<file path="config.mk">
export PLATFORM = sky130hd
export DESIGN_NAME = mem_port_arbiter
export DESIGN_NICKNAME = d
export VERILOG_FILES = /design/src/rtl/mem_arb_pkg.sv /design/src/rtl/mem_arb_wdog.sv /design/src/rtl/mem_port_arbiter.sv
export SDC_FILE = /design/constraint.sdc
export NUM_CORES = 1
export LEC_CHECK = 0
export CAP_MARGIN = 15
export CORE_MARGIN = 5
export CORE_UTILIZATION = 42
export CTS_BUF_LIST = sky130_fd_sc_hd__clkbuf_2
export DETAILED_ROUTE_END_ITERATION = 6
export GPL_ROUTABILITY_DRIVEN = 0
export PLACE_DENSITY = 0.84
export SKIP_CTS_REPAIR_TIMING = 1
export SLEW_MARGIN = 20
export SYNTH_ARGS = -nofsm -noshare
export SYNTH_HDL_FRONTEND = slang
export SYNTH_SLANG_ARGS = --single-unit
export TNS_END_PERCENT = 20
</file>
<file path="constraint.sdc">
create_clock -name clk -period 1.79 [get_ports clk]
set_input_delay 0.2685 -clock clk [delete_from_list [all_inputs] [get_ports clk]]
set_output_delay 0.2685 -clock clk [all_outputs]
set_load 0.05 [all_outputs]
</file>
<file path="src/rtl/mem_arb_pkg.sv">
// Shared definitions for the IF/MEM memory port arbiter: state encoding and
// default parameter values.
package mem_arb_pkg;

   typedef enum logic [2:0] {
      ST_IDLE     = 3'd0,
      ST_IF_BUSY  = 3'd1,
      ST_MEM_BUSY = 3'd2,
      ST_IF_DONE  = 3'd3,
      ST_MEM_DONE = 3'd4,
      ST_ERR      = 3'd7
   } arb_state_e;

   localparam int unsigned ADDR_W_DEF  = 32;
   localparam int unsigned DATA_W_DEF  = 32;
   localparam int unsigned TIMEOUT_DEF = 255;

endpackage

</file>
<file path="src/rtl/mem_arb_wdog.sv">
// Wait-cycle watchdog for the memory port arbiter: counts busy cycles without
// port_ready and flags the cycle in which the count reaches TIMEOUT.
module mem_arb_wdog #(
   parameter int unsigned TIMEOUT = 255
) (
   input  logic clk,
   input  logic reset,
   input  logic clr,
   input  logic en,
   output logic expired
);

   localparam int unsigned CNT_W = $clog2(TIMEOUT + 1);
   localparam logic [CNT_W-1:0] CNT_MAX  = CNT_W'(TIMEOUT);
   localparam logic [CNT_W-1:0] CNT_LAST = CNT_W'(TIMEOUT - 1);

   logic [CNT_W-1:0] cnt;

   // Saturates at TIMEOUT so the count never wraps back into range.
   always_ff @(posedge clk) begin
      if (reset) begin
         cnt <= '0;
      end else if (clr) begin
         cnt <= '0;
      end else if (en && (cnt != CNT_MAX)) begin
         cnt <= cnt + 1'b1;
      end
   end

   // The increment happening this cycle is the one that reaches TIMEOUT.
   assign expired = en && (cnt == CNT_LAST);

endmodule

</file>
<file path="src/rtl/mem_port_arbiter.sv">
// Arbitrates one variable-latency memory port between IF fetches and MEM
// loads/stores. Optional stall counters: define MEM_PORT_ARB_PERF_EN.
//
// state       | meaning
// ------------+----------------------------------------------------------
// ST_IDLE     | no transaction; MEM request wins over IF request
// ST_IF_BUSY  | fetch presented on the port, waiting for port_ready
// ST_MEM_BUSY | load/store presented on the port, waiting for port_ready
// ST_IF_DONE  | fetch served cycle (if_rdata valid), one cycle only
// ST_MEM_DONE | load/store served cycle (mem_rdata valid), one cycle only
// ST_ERR      | watchdog expired; pipeline frozen until reset
module mem_port_arbiter
   import mem_arb_pkg::*;
#(
   parameter int unsigned ADDR_W  = ADDR_W_DEF,
   parameter int unsigned DATA_W  = DATA_W_DEF,
   parameter int unsigned TIMEOUT = TIMEOUT_DEF
) (
   input  logic              clk,
   input  logic              reset,
   input  logic              if_req,
   input  logic [ADDR_W-1:0] if_addr,
   output logic [DATA_W-1:0] if_rdata,
   output logic              if_stall,
   input  logic              mem_rd,
   input  logic              mem_wr,
   input  logic [ADDR_W-1:0] mem_addr,
   input  logic [DATA_W-1:0] mem_wdata,
   output logic [DATA_W-1:0] mem_rdata,
   output logic              mem_stall,
   output logic              port_valid,
   output logic              port_we,
   output logic [ADDR_W-1:0] port_addr,
   output logic [DATA_W-1:0] port_wdata,
   input  logic              port_ready,
   input  logic [DATA_W-1:0] port_rdata,
   output logic              timeout_err
`ifdef MEM_PORT_ARB_PERF_EN
   ,
   output logic [31:0]       perf_if_wait,
   output logic [31:0]       perf_mem_wait
`endif
);

   arb_state_e state;
   logic       mem_req;
   logic       busy;
   logic       wd_expired;

   assign mem_req = mem_rd | mem_wr;
   assign busy    = (state == ST_IF_BUSY) || (state == ST_MEM_BUSY);

   // Every BUSY entry comes from IDLE, so clearing there restarts each wait.
   mem_arb_wdog #(
      .TIMEOUT (TIMEOUT)
   ) u_wdog (
      .clk     (clk),
      .reset   (reset),
      .clr     (state == ST_IDLE),
      .en      (busy && !port_ready),
      .expired (wd_expired)
   );

   always_ff @(posedge clk) begin
      if (reset) begin
         state       <= ST_IDLE;
         port_valid  <= 1'b0;
         port_we     <= 1'b0;
         port_addr   <= '0;
         port_wdata  <= '0;
         if_rdata    <= '0;
         mem_rdata   <= '0;
         timeout_err <= 1'b0;
      end else begin
         case (state)
            ST_IDLE: begin
               if (mem_req) begin
                  state      <= ST_MEM_BUSY;
                  port_valid <= 1'b1;
                  port_we    <= mem_wr;
                  port_addr  <= mem_addr;
                  port_wdata <= mem_wdata;
               end else if (if_req) begin
                  state      <= ST_IF_BUSY;
                  port_valid <= 1'b1;
                  port_we    <= 1'b0;
                  port_addr  <= if_addr;
               end
            end
            ST_IF_BUSY: begin
               if (port_ready) begin
                  state      <= ST_IF_DONE;
                  port_valid <= 1'b0;
                  if_rdata   <= port_rdata;
               end else if (wd_expired) begin
                  state       <= ST_ERR;
                  port_valid  <= 1'b0;
                  timeout_err <= 1'b1;
               end
            end
            ST_MEM_BUSY: begin
               if (port_ready) begin
                  state      <= ST_MEM_DONE;
                  port_valid <= 1'b0;
                  mem_rdata  <= port_rdata;
               end else if (wd_expired) begin
                  state       <= ST_ERR;
                  port_valid  <= 1'b0;
                  timeout_err <= 1'b1;
               end
            end
            ST_IF_DONE,
            ST_MEM_DONE: begin
               state <= ST_IDLE;
            end
            ST_ERR: begin
               port_valid  <= 1'b0;
               timeout_err <= 1'b1;
            end
            default: begin
               state      <= ST_IDLE;
               port_valid <= 1'b0;
            end
         endcase
      end
   end

   assign mem_stall = (state == ST_ERR) || (mem_req && (state != ST_MEM_DONE));
   assign if_stall  = (state == ST_ERR) || (if_req && (state != ST_IF_DONE)) || mem_stall;

`ifdef MEM_PORT_ARB_PERF_EN
   always_ff @(posedge clk) begin
      if (reset) begin
         perf_if_wait  <= '0;
         perf_mem_wait <= '0;
      end else begin
         if (if_stall && (perf_if_wait != 32'hFFFF_FFFF)) begin
            perf_if_wait <= perf_if_wait + 32'd1;
         end
         if (mem_stall && (perf_mem_wait != 32'hFFFF_FFFF)) begin
            perf_mem_wait <= perf_mem_wait + 32'd1;
         end
      end
   end
`endif

endmodule
</file>
# Word level (Yosys, flattened, before mapping)
# Index checks and enable logic that the tools add are counted.
# classes
bitwise	3
n_eq_ne	13
n_mux	18
n_addsub	1
n_reduce_logical	23
# ops
cell	n
32-bit 2-to-1 mux	2
3-bit 2-to-1 mux	5
3-bit case mux with 4 select lines	1
2-bit AND reduction	5
8-bit by 1-bit adder with 8-bit output, second input constant	1
8-bit equality test, second input constant	1
1-bit 2-to-1 mux	8
8-bit != test, second input constant	1
3-bit by 2-bit equality test with 1-bit output, second input constant	2
3-bit equality test, second input constant	2
3-bit != test, second input constant	2
3-bit AND reduction	2
2-bit OR reduction	3
1-bit logical AND	5
1-bit logical OR	4
2-bit nonzero test	2
3-bit by 1-bit equality test with 1-bit output, second input constant	1
3-bit zero test	1
3-bit by 1-bit != test with 1-bit output, second input constant	1
3-bit by 2-bit != test with 1-bit output, second input constant	1
1-bit case mux with 3 select lines	1
2-bit by 1-bit != test with 1-bit output, second input constant	1
2-bit != test, second input constant	1
1-bit NOT	2
other kinds (3)	3
# word_totals
in_bits	134
out_inout_bits	133
word_cells	67
register_bits	142

# Logic depth before layout (Yosys ltp)
# Gate-level depths: netlist of run 1.
# depth
ltp_word	7
ltp_mapped	7
mapped_depth_nobuf	6

# Modules after synthesis
# Synthesis of run 1 repeated with hierarchy kept, for this count alone.
# hier_totals
hier_cells	706
hier_area_um2	5605.4
# by_module_without_submodules
mod	instances	seq_area_each_um2	cells_per_inst	area_each_um2
mem_port_arbiter	1	2682.6	655	5146.2
mem_arb_wdog	1	160.2	51	459.2

# Worst setup path after synthesis of run 1
# Ideal clock, no wire load.
# synth_path
path_type	register to output
start	register state[1]
end	output if_stall
arrival_ns	2.103
path_stages_with_launch	6
path_buffers	1
path_slack_ns	-0.581
path_cell_list	dfxtp_1 clkbuf_1 nand2b_1 a21oi_1 a21oi_1 a21o_1
# synth_between
elab_chain_len	4
# synth_rtl
item	line_no	text
start: declaration	mem_port_arbiter.sv:45	arb_state_e state;
start signal: assignment	mem_port_arbiter.sv:66	state <= ST_IDLE;
start signal: assignment	mem_port_arbiter.sv:78	state <= ST_MEM_BUSY;
start signal: assignment	mem_port_arbiter.sv:84	state <= ST_IF_BUSY;
3-bit != test	mem_port_arbiter.sv:128	assign mem_stall = (state == ST_ERR) || (mem_req && (state != ST_MEM_DONE));
1-bit logical AND	mem_port_arbiter.sv:128	
1-bit logical OR (*)	mem_port_arbiter.sv:128	
net mem_stall	mem_port_arbiter.sv:30	output logic mem_stall,
1-bit logical OR (*)	mem_port_arbiter.sv:129	assign if_stall = (state == ST_ERR) || (if_req && (state != ST_IF_DONE)) || mem_stall;
end: declaration	mem_port_arbiter.sv:24	output logic if_stall,
# Mark *: on every way through the listed nets, which the timed path passes. The rest lies on a longest branch.

# Final worst setup path of run 1
# layout_path
start	register state[1]
end	output if_stall
# layout_between
elab_chain_len	4
# layout_rtl
item	line_no
3-bit by 2-bit != test with 1-bit output / 3-bit != test (equally long branches)	mem_port_arbiter.sv:129, mem_port_arbiter.sv:128
1-bit logical AND (on tied branches)	mem_port_arbiter.sv:129, mem_port_arbiter.sv:128
1-bit logical OR (on tied branches)	mem_port_arbiter.sv:129, mem_port_arbiter.sv:128
1-bit logical OR (*)	mem_port_arbiter.sv:129
# Mark *: on every way between the ends. The rest lies on a longest branch, timed or not.

==> results.md, run 1 <==
* Via density at 4.99
* Clk slew on worst S/H paths at 0.18 ns
* P_leak at 3.42 nW
* Post-synth EDFFs at 0
* Violated checks: negative setup slack
* H-Tree Depth at 4
* Warnings, synthesis at 0
* Top_reg_cell synth: dfxtp_1
* Layout cell share with drive strength beyond 1 at 22.0%
* Worst hold stages at 3
* Total GRT Usage at 22.0%
* Setup CP Type: flop to output port
* Wire length of the first global-routing pass at 26.6 mm
* Total Nets Final at 1,108
* Detailed placer's ending HPWL at 13.0 mm
* Iteration-0 DRC Markers at 535
* Relative slew slack at 69.8%
* Drt pass-1 iters at 5
* Fmax at 496 MHz
* Area contributors post-synth: dfxtp_1, nand2_1, a21oi_1
* Die Height at 124 um
* Post-route ant nets at 0
* DRC viols at 0
* Top cell by count, worst path: a21oi_4
* Critical Path RT at 1.52 ns
* Synth Cell Area at 5450 um2
* Root buffer cell: clkbuf_2
* Seq cells post-synth at 142
* PortBufs at 266
* Vias in the first global route at 5,424
* Syn Nets at 839
* Clock buffer depth at 2
* Least-Margin Pin Slew at 0.452 ns
* Area post-placement at 8390 um2
* RR Endpoint: port_addr[10]$_SDFFE_PP0P_
* I/O Pins at 267
* Setup_tns at -0.419 ns
* Footprint of the multi-input gates at 2430 um2
* Final-layout fill cell count at 1,102
* Largest area contributor in the netlist: dfxtp_1
* Async S/R FF share, synth at 0%
* Util after Layout at 65.8%
* Layout Area Growth over Synthesis at 52.9%
* Final Max Tran Viols at 0
* Critical Path AT at 1.75 ns
* Commonest non-fill, non-tap cells in the layout: nand2_1, dfxtp_1, clkdlybuf4s50_1
* Status: finished with violations
* Antenna violations before repair at 0
* Met2 Use GR at 37.0%
* Place WS at -0.230 ns
* TritonCTS Buffers at 17
* Yosys top cell area share at 52.1%
* WL final at 17.8 mm
* Syn_area_per_cell at 7.75 um2
* Most used routing layer: met2
* Crit path launch type: flop
* Post-synthesis cell count at 703
* Via count at 5,764
* Core region area at 12,700 um2
* CTS sink count at 142
* Seq. cell area at 2850 um2
* Commonest non-fill, non-tap cell in the layout: nand2_1
* Largest stage delay, worst path at 0.40 ns
* Die ar. at 15,400 um2
* Register area share after synthesis at 52.1%
* Largest net degree at the start of global routing at 72
* Grt met1 use at 25.3%
* Post-route minimum period at 2.02 ns
* Crit Path Max Fanout at 7
* Distinct cell type count after synthesis at 37
* Final period utilization at 113%
* CTS tree: yes
* CP cell instances: nand2b_4 -> a21oi_4 -> a21oi_4 -> a21o_4 -> buf_12
* Worst-skew pair later-pin latency at 0.68 ns
* Worst hold start: mem_wdata[7]
* Cell area after layout at 8340 um2
* Tot Pwr at 8.07 mW
* Crit Reg-Reg Startpoint: state[2]$_SDFFE_PP0P_
* Congestion Overflow GR at 0
* Unrepaired setup endpoints after global routing: true
* Initial Utilization at 43.0%
* CP bufs+invs at 1
* Row cnt at 41
* Met3 Resource Use GR at 8.17%
* Wire length per cell at 15.4 um
* Setup WS post-layout at -0.228 ns
* Crit path max-delay cell type: dfxtp_4
* PwrDens at 968 nW/um2
* Family with the most delay on the worst path: flip-flops
* Diodes inserted at 0
* Max VDD drop at 0.000485 V
* Max-Cap Viols at 0
* Worst R2R Path Depth at 7
* Worst reg2reg setup slack at 0.02 ns
* Crit. End Element: output port
* Setup violations, final at 2
* Hold Crit Class: input port to flop
* Endpoints failing hold at 0
* Die Width at 124 um
* Hold Path Sink: port_wdata[7]$_SDFFE_PP0P_
* Setup Skew at 0.0159 ns
==> cells in the mapped netlist (all sizes together) (4+ instances only) <==
library cell and number:
a211oi 4, a21oi 103, a311oi 34, a31oi 5, and2 4, buf 12
clkbuf 43, dfxtp 142, inv 4, nand2 265, nand3 5, nor2 42
nor3 4, or2 5
==> worst max-delay path by stage <==
stage | start | to | slack [ns] | depth (start not counted)
final | state[1]$_SDFFE_PP0P_ | if_stall | -0.23 | 5
after global routing | state[1]$_SDFFE_PP0P_ | if_stall | -0.36 | 5
after CTS | state[1]$_SDFFE_PP0P_ | if_stall | -0.56 | 5
after detailed placement | mem_wr | port_addr[10]$_SDFFE_PP0P_ | -0.23 | 6
after global placement | mem_wr | if_stall | -0.17 | 6
after floorplan | state[1]$_SDFFE_PP0P_ | if_stall | 0.05 | 5
==> worst register-to-register path: stages, from the launching register on <==
cell	delay [ns]
dfxtp_4	0.41
buf_4	0.14
buf_4	0.14
nor3_4	0.19
o21a_2	0.25
buf_12	0.20
nor2_1	0.09
a311oi_2	0.27
==> layer usage <==
layer / share of wire [%] / wire (um)
met3: 10 / 1790
met4: 2.3 / 406
met5: 0 / 0
met2: 49 / 8670
met1: 39 / 6900
==> power breakdown <==
group	internal, mW	leakage, nW	switching [mW]
Combinational	0.989	2.13	1.78
Sequential	3.44	1.16	0.151
Clock	0.604	0.128	1.11
==> flip-flops by register name, indices dropped and copies added, names as in the netlist <==
| name | cells |
|---|---|
| port_addr | 32 |
| mem_rdata | 32 |
| if_rdata | 32 |
| port_valid | 1 |
| timeout_err | 1 |
| u_wdog.cnt | 8 |
| state | 3 |
| port_we | 1 |
| port_wdata | 32 |
==> kinds of logic (layout without fill, tap and decap cells) <==
family | count (synthesis) | after routing | synth area share, %
adders and majority gates | 2 | 2 | 0.459
AOI/OAI and AO/OA | 158 | 158 | 17.6
buffers and inverters | 59 | 340 | 4.38
DFF | 142 | 142 | 52.1
and+or+nand+nor | 339 | 339 | 24.9
xor gates and xnor gates | 3 | 3 | 0.482
==> metrics by stage <==
step | hold WS [ns] | cells
2_1_floorplan | 0.405 | 703
3_3_place_gp | 0.441 | 1117
3_5_place_dp | 0.446 | 1117
4_1_cts | -0.101 | 1148
5_1_grt | 0.0239 | 1156
6_report | 0.112 | 1156
==> layout make-up <==
class	count	share of cell area [%]
clock inverter	14	1.53
sequential	142	34.2
multi-input combinational	502	29.1
inverter	4	0.180
tap	172	2.58
clock buffer	17	1.02
timing repair buffer	305	31.3
(Power assumes the default switching activity.)
==> run 2: changes to the inputs <==
--- a/config.mk
+++ b/config.mk
@@ -11,10 +11,11 @@
 export CTS_BUF_LIST = sky130_fd_sc_hd__clkbuf_2
 export DETAILED_ROUTE_END_ITERATION = 6
 export GPL_ROUTABILITY_DRIVEN = 0
-export PLACE_DENSITY = 0.84
+export PLACE_DENSITY = 0.83
 export SKIP_CTS_REPAIR_TIMING = 1
 export SLEW_MARGIN = 20
 export SYNTH_ARGS = -nofsm -noshare
 export SYNTH_HDL_FRONTEND = slang
+export SYNTH_HIERARCHICAL = 1
 export SYNTH_SLANG_ARGS = --single-unit
 export TNS_END_PERCENT = 20
==> results.md, run 2 <==
* Endpoints failing hold at 0 (unchanged)
* Detailed placer's ending HPWL at 12.6 mm (-3.0%)
* Largest area contributor in the netlist: dfxtp_1
* Crit. End Element: output port
* Crit path launch type: flop
* Final period utilization at 119% (+6.1 points)
* List of most frequent post-synthesis cells: nand2_1, dfxtp_1, a21oi_1
* CTS sink count at 142 (unchanged)
* Syn Nets at 842 (+0.36%)
* Core region area at 13,200 um2 (+4.1%)
* Clock buffer depth at 2 (unchanged)
* Fmax at 470 MHz (-5.1%)
* Met3 Resource Use GR at 8.02% (-0.16 points)
* Async S/R FF share, synth at 0% (unchanged)
* Row cnt at 42 (+2.4%)
* Max-Cap Viols at 0 (unchanged)
* Critical Path AT at 1.86 ns (+0.11 ns)
* CTS tree: yes
* Area post-placement at 8470 um2 (+0.94%)
* PwrDens at 952 nW/um2 (-1.7%)
* Max VDD drop at 0.000470 V (-3.2%)
* Most used routing layer: met2
* Hold Crit Class: input port to flop
* Setup Skew at 0.0326 ns (+0.0167 ns)
* Top_reg_cell synth: dfxtp_1
* Warnings, synthesis at 6 (+6)
* Pint at 5.12 mW (+1.7%)
* Die Width at 126 um (+1.3%)
* Initial Utilization at 42.5% (-0.53 points)
* Cell area after layout at 8490 um2 (+1.9%)
* Wire length per cell at 15.0 um (-2.7%)
* Commonest non-fill, non-tap cell in the layout: nand2_1
* Setup_tns at -0.616 ns (-0.196 ns)
* Layout cell share with drive strength beyond 1 at 24.0% (+2.1 points)
* Vias in the first global route at 5,340 (-1.5%)
* Post-synth EDFFs at 0 (unchanged)
* Root buffer cell: clkbuf_2
* Via density at 5.04 (+1.2%)
* Unrepaired setup endpoints after global routing: true
* Setup violations, final at 3 (+1)
* Total GRT Usage at 20.6% (-1.4 points)
* Most frequent cell after synthesis: nand2_1
* Register area share after synthesis at 50.7% (-1.4 points)
* Violated checks: negative setup slack
* Status: finished with violations
* TritonCTS Buffers at 17 (unchanged)
* Clock power frac at 24.1% (+2.9 points)
* Family with the most delay on the worst path: buffers and inverters
* Crit path max-delay cell type: dfxtp_4
* Die ar. at 15,800 um2 (+2.6%)
* Syn_area_per_cell at 7.94 um2 (+2.4%)
* Critical Path RT at 1.52 ns (about the same)
* Wire length of the first global-routing pass at 26.4 mm (-0.86%)
* Seq cells post-synth at 142 (unchanged)
* Post-route minimum period at 2.13 ns (+0.108 ns)
* Distinct cell type count after synthesis at 42 (+14%)
* I/O Pins at 267 (unchanged)
* Via count at 5,896 (+2.3%)
* Largest net degree at the start of global routing at 58 (-19%)
* Yosys top cell area share at 50.7% (-1.4 points)
* Post-synthesis cell count at 706 (+0.43%)
* Setup CP Type: flop to output port
* DRC viols at 0 (unchanged)
* Antenna violations before repair at 1 (+1)
* Worst-skew pair later-pin latency at 0.68 ns (about the same)
* Relative slew slack at 63.8% (-6.0 points)
* Area contributors post-synth: dfxtp_1, nand2_1, a21oi_1
* Synth Cell Area at 5610 um2 (+2.8%)
* Least-Margin Pin Slew at 0.543 ns (+0.0903 ns)
* Crit Path Max Fanout at 5 (-2)
* P_leak at 3.48 nW (+1.9%)
* Setup WS post-layout at -0.336 ns (-0.108 ns)
* Total Nets Final at 1,114 (+0.54%)
* Clk slew on worst S/H paths at 0.22 ns (+0.04 ns)
* Layout Area Growth over Synthesis at 51.5%
* CP bufs+invs at 4 (+3)
* Comb power frac at 31.9% (-2.4 points)
* Sw Pwr at 2.96 mW (-2.3%)
* Util after Layout at 64.4% (-1.4 points)
* Largest stage delay, worst path at 0.42 ns (+0.02 ns)
* PortBufs at 266 (unchanged)
* WL final at 17.5 mm (-1.6%)
* Grt met1 use at 23.2% (-2.1 points)
* Met2 Use GR at 34.1% (-2.9 points)
* H-Tree Depth at 4 (unchanged)
* Switch share at 36.7% (-0.93 points)
* Place WS at -0.280 ns (-0.0503 ns)
* Crit Reg-Reg Startpoint: state[1]$_SDFFE_PP0P_
* Commonest non-fill, non-tap cells in the layout: nand2_1, dfxtp_1, clkdlybuf4s50_1
* Worst hold start: mem_wdata[3]
* Post-route ant nets at 0 (unchanged)
* Die Height at 126 um (+1.3%)
* Part of the power in registers at 44.1% (-0.4 points)
* CP cell instances: buf_8 -> inv_6 -> nor4_4 -> buf_4 -> a21oi_4 -> buf_6
* Iteration-0 DRC Markers at 373 (-30%)
* Congestion Overflow GR at 0 (unchanged)
* Critical path origin: state[1]$_SDFFE_PP0P_
* Final Max Tran Viols at 0 (unchanged)
* Final hold slack at 0.0954 ns (-0.0166 ns)
* Drt pass-1 iters at 7 (+2)
==> run 2: worst paths after layout <==
check,slack [ns],to,cells after the start
max reg2reg,-0.02,port_valid$_SDFFE_PP0P_,10
min,0.1,port_wdata[3]$_SDFFE_PP0P_,3
max,-0.34,if_stall,6
min reg2reg,0.47,mem_rdata[15]$_SDFFE_PP0P_,2
==> run 2: through the flow <==
step / std cells / total power, mW
final: 1169 / 8.08
after global placement: 1123 / 6.21
after floorplan: 706 / 5.21
after detailed placement: 1123 / 6.25
after global routing: 1169 / 8.50
after CTS: 1155 / 8.20
==> run 2: logic make-up after synthesis <==
kind of cell,after synthesis,share of synthesized area (%)
simple gates,335,24.1
flops,142,50.7
mux,4,0.714
buf+inv,64,5.18
compound gates,158,18.7
xor+xnor,1,0.156
fa+ha+maj,2,0.446
==> run 2: cell type report <==
class / count / area (um2)
tap: 176 / 220
timing repair buffer: 309 / 2600
antenna: 2 / 5.00
multi-input combinational: 500 / 2530
inverter: 8 / 35.0
clock buffer: 17 / 85.1
sequential: 142 / 2850
fill: 1143 / 4700
clock inverter: 15 / 169
==> run 2: worst reg2reg max path, cell delays in order (launching register included) <==
cell and delay [ns]:
dfxtp_4 0.41, buf_4 0.13, xnor2_1 0.14, nor3_2 0.18, nand2_1 0.08, nor3_1 0.17, buf_4 0.16, a2bb2oi_1 0.18
o22ai_1 0.10, a21oi_1 0.16, nor2_1 0.05
==> run 2: power groups by stage <==
| stage | logic, mW | clock network, mW | registers [mW] |
|---|---|---|---|
| 2_1_floorplan | 0.755 | 0 | 4.46 |
| 3_3_place_gp | 2.60 | 0 | 3.61 |
| 3_5_place_dp | 2.62 | 0 | 3.62 |
| 4_1_cts | 2.63 | 2.01 | 3.56 |
| 5_1_grt | 2.74 | 2.16 | 3.60 |
| 6_report | 2.58 | 1.95 | 3.56 |
==> run 2: routing by layer <==
layer | vias up | routed length, um
met5 | - | 0
met4 | 0 | 525
met3 | 39 | 1820
met2 | 254 | 8370
met1 | 2681 | 6780
li1 | 2922 | -
==> run 3: changes to the inputs <==
--- a/config.mk
+++ b/config.mk
@@ -6,6 +6,7 @@
 export NUM_CORES = 1
 export LEC_CHECK = 0
 export CAP_MARGIN = 15
+export CORE_ASPECT_RATIO = 0.9
 export CORE_MARGIN = 5
 export CORE_UTILIZATION = 42
 export CTS_BUF_LIST = sky130_fd_sc_hd__clkbuf_2
==> results.md, run 3 (synthesized netlist as in run 2, its figures left out) <==
* Status: finished with violations
* Violated checks: negative setup slack
* Hold Crit Class: input port to flop
* Layout Area Growth over Synthesis at 53.4%
* Final hold slack at 0.0688 ns (-0.0266 ns)
* Critical Path RT at 1.52 ns (about the same)
* WL final at 17.9 mm (+2.4%)
* H-Tree Depth at 4 (unchanged)
* Clock buffer depth at 2 (unchanged)
* Relative slew slack at 67.8% (+4.0 points)
* Die ar. at 15,800 um2 (about the same)
* Congestion Overflow GR at 0 (unchanged)
* Largest net degree at the start of global routing at 59 (+1.7%)
* RR Endpoint: state[2]$_SDFFE_PP0P_
* Critical path capture point: mem_stall
* Wire length of the first global-routing pass at 27.1 mm (+2.8%)
* Iteration-0 DRC Markers at 366 (-1.9%)
* Commonest non-fill, non-tap cell in the layout: nand2_1
* P_leak at 3.53 nW (+1.3%)
* DRC viols at 0 (unchanged)
* Crit Reg-Reg Startpoint: state[2]$_SDFFE_PP0P_
* CTS sink count at 142 (unchanged)
* Total GRT Usage at 21.2% (+0.56 points)
* Unrepaired setup endpoints after global routing: true
* Post-route minimum period at 2.17 ns (+0.0398 ns)
* Via density at 5.06 (+0.31%)
* Setup_tns at -0.771 ns (-0.155 ns)
* Die Width at 132 um (+5.0%)
* Fmax at 462 MHz (-1.8%)
* Critical path origin: state[2]$_SDFFE_PP0P_
* Crit. End Element: output port
* Detailed placer's ending HPWL at 12.8 mm (+1.8%)
* Core region area at 13,200 um2 (+0.17%)
* CTS tree: yes
* Initial Utilization at 42.4% (-0.072 points)
* Critical Path AT at 1.90 ns (+0.04 ns)
* Max VDD drop at 0.000620 V (+32%)
* Root buffer cell: clkbuf_2
* TritonCTS Buffers at 17 (unchanged)
* Vias in the first global route at 5,394 (+1.0%)
* Final period utilization at 121% (+2.2 points)
* Wire length per cell at 15.3 um (+2.5%)
* Setup Skew at 0.0358 ns (+0.00314 ns)
* Final Max Tran Viols at 0 (unchanged)
* Endpoints failing hold at 0 (unchanged)
* Worst R2R Path Depth at 10 (unchanged)
* Place WS at -0.189 ns (+0.0910 ns)
* Antenna violations before repair at 0 (-1)
* Max-Cap Viols at 0 (unchanged)
* Least-Margin Pin Slew at 0.483 ns (-0.0594 ns)
* PortBufs at 266 (unchanged)
* Crit Path Max Fanout at 9 (+4)
* Total Nets Final at 1,122 (+0.72%)
* Worst-skew pair later-pin latency at 0.73 ns (+0.05 ns)
* I/O Pins at 267 (unchanged)
* Setup violations, final at 3 (unchanged)
* Setup CP Type: flop to output port
* Worst reg2reg setup slack at -0.04 ns (-0.02 ns)
* Via count at 5,909 (+0.22%)
* Commonest non-fill, non-tap cells in the layout: nand2_1, dfxtp_1, clkdlybuf4s50_1
* Util after Layout at 65.1% (+0.69 points)
* Setup WS post-layout at -0.376 ns (-0.0398 ns)
* Row cnt at 40 (-4.8%)
* Layout cell share with drive strength beyond 1 at 24.1% (+0.11 points)
* Post-route ant nets at 0 (unchanged)
* PwrDens at 948 nW/um2 (-0.37%)
* Drt pass-1 iters at 5 (-2)
* Die Height at 120 um (-4.7%)
* Clk slew on worst S/H paths at 0.22 ns (about the same)
* Crit path launch type: flop
==> run 3: cell count changes in the layout (fill, tap and decap cells not counted), sizes merged <==
cell	before	now
clkinv	9	7
inv	10	9
diode	2	1
buf	93	114
clkbuf	100	82
dlygate4sd3	1	7
clkinvlp	1	3
==> run 3: final cells by class <==
cell class,instances,area [um2]
diodes,1,2.50
flip-flops and latches,142,2850
clock inverters,14,169
multi-input cells,500,2540
repair buffers,317,2700
inverters,8,35.0
clock buffers,18,90.1
fillers,1109,4610
well taps,168,210
==> run 3: per-layer routing <==
layer | up-vias | wire length, um | GRT usage, %
li1 | 2937 | - | -
met1 | 2696 | 7330 | 24.9
met5 | - | 0 | 0
met2 | 242 | 8620 | 34.9
met3 | 34 | 1580 | 8.80
met4 | 0 | 377 | 7.26
==> run 3: critical path, stage by stage, from the launching register on <==
cell,delay [ns]
dfxtp_4,0.41
buf_6,0.14
a21oi_4,0.18
buf_6,0.11
o22a_1,0.15
buf_6,0.16
==> run 3: per-stage QoR <==
step                      instances  power [mW]  area, um2
after floorplan                 706        5.21       5620
after global placement         1114        6.21       8420
after detailed placement       1114        6.24       8420
after CTS                      1146        8.24       8680
after global routing           1167        8.56       8600
final                          1168        8.15       8600
==> run 3: power breakdown <==
group          switching [mW]  leakage [nW]  internal [mW]  total, mW
combinational            1.67          2.22          0.944       2.61
sequential              0.135          1.16           3.42       3.55
clock                    1.20         0.149          0.786       1.99
==> run 3: worst min path at each step <==
stage	endpoint	start	slack [ns]	cells after the start
floorplan	port_wdata[10]$_SDFFE_PP0P_	mem_wdata[10]	0.40	2
global placement	port_wdata[13]$_SDFFE_PP0P_	port_wdata[13]$_SDFFE_PP0P_	0.44	2
finish	port_wdata[22]$_SDFFE_PP0P_	mem_wdata[22]	0.07	3
CTS	port_wdata[21]$_SDFFE_PP0P_	reset	-0.26	2
global route	mem_rdata[22]$_SDFFE_PP0P_	port_rdata[22]	0.001	3
detailed placement	port_wdata[26]$_SDFFE_PP0P_	port_wdata[26]$_SDFFE_PP0P_	0.45	2
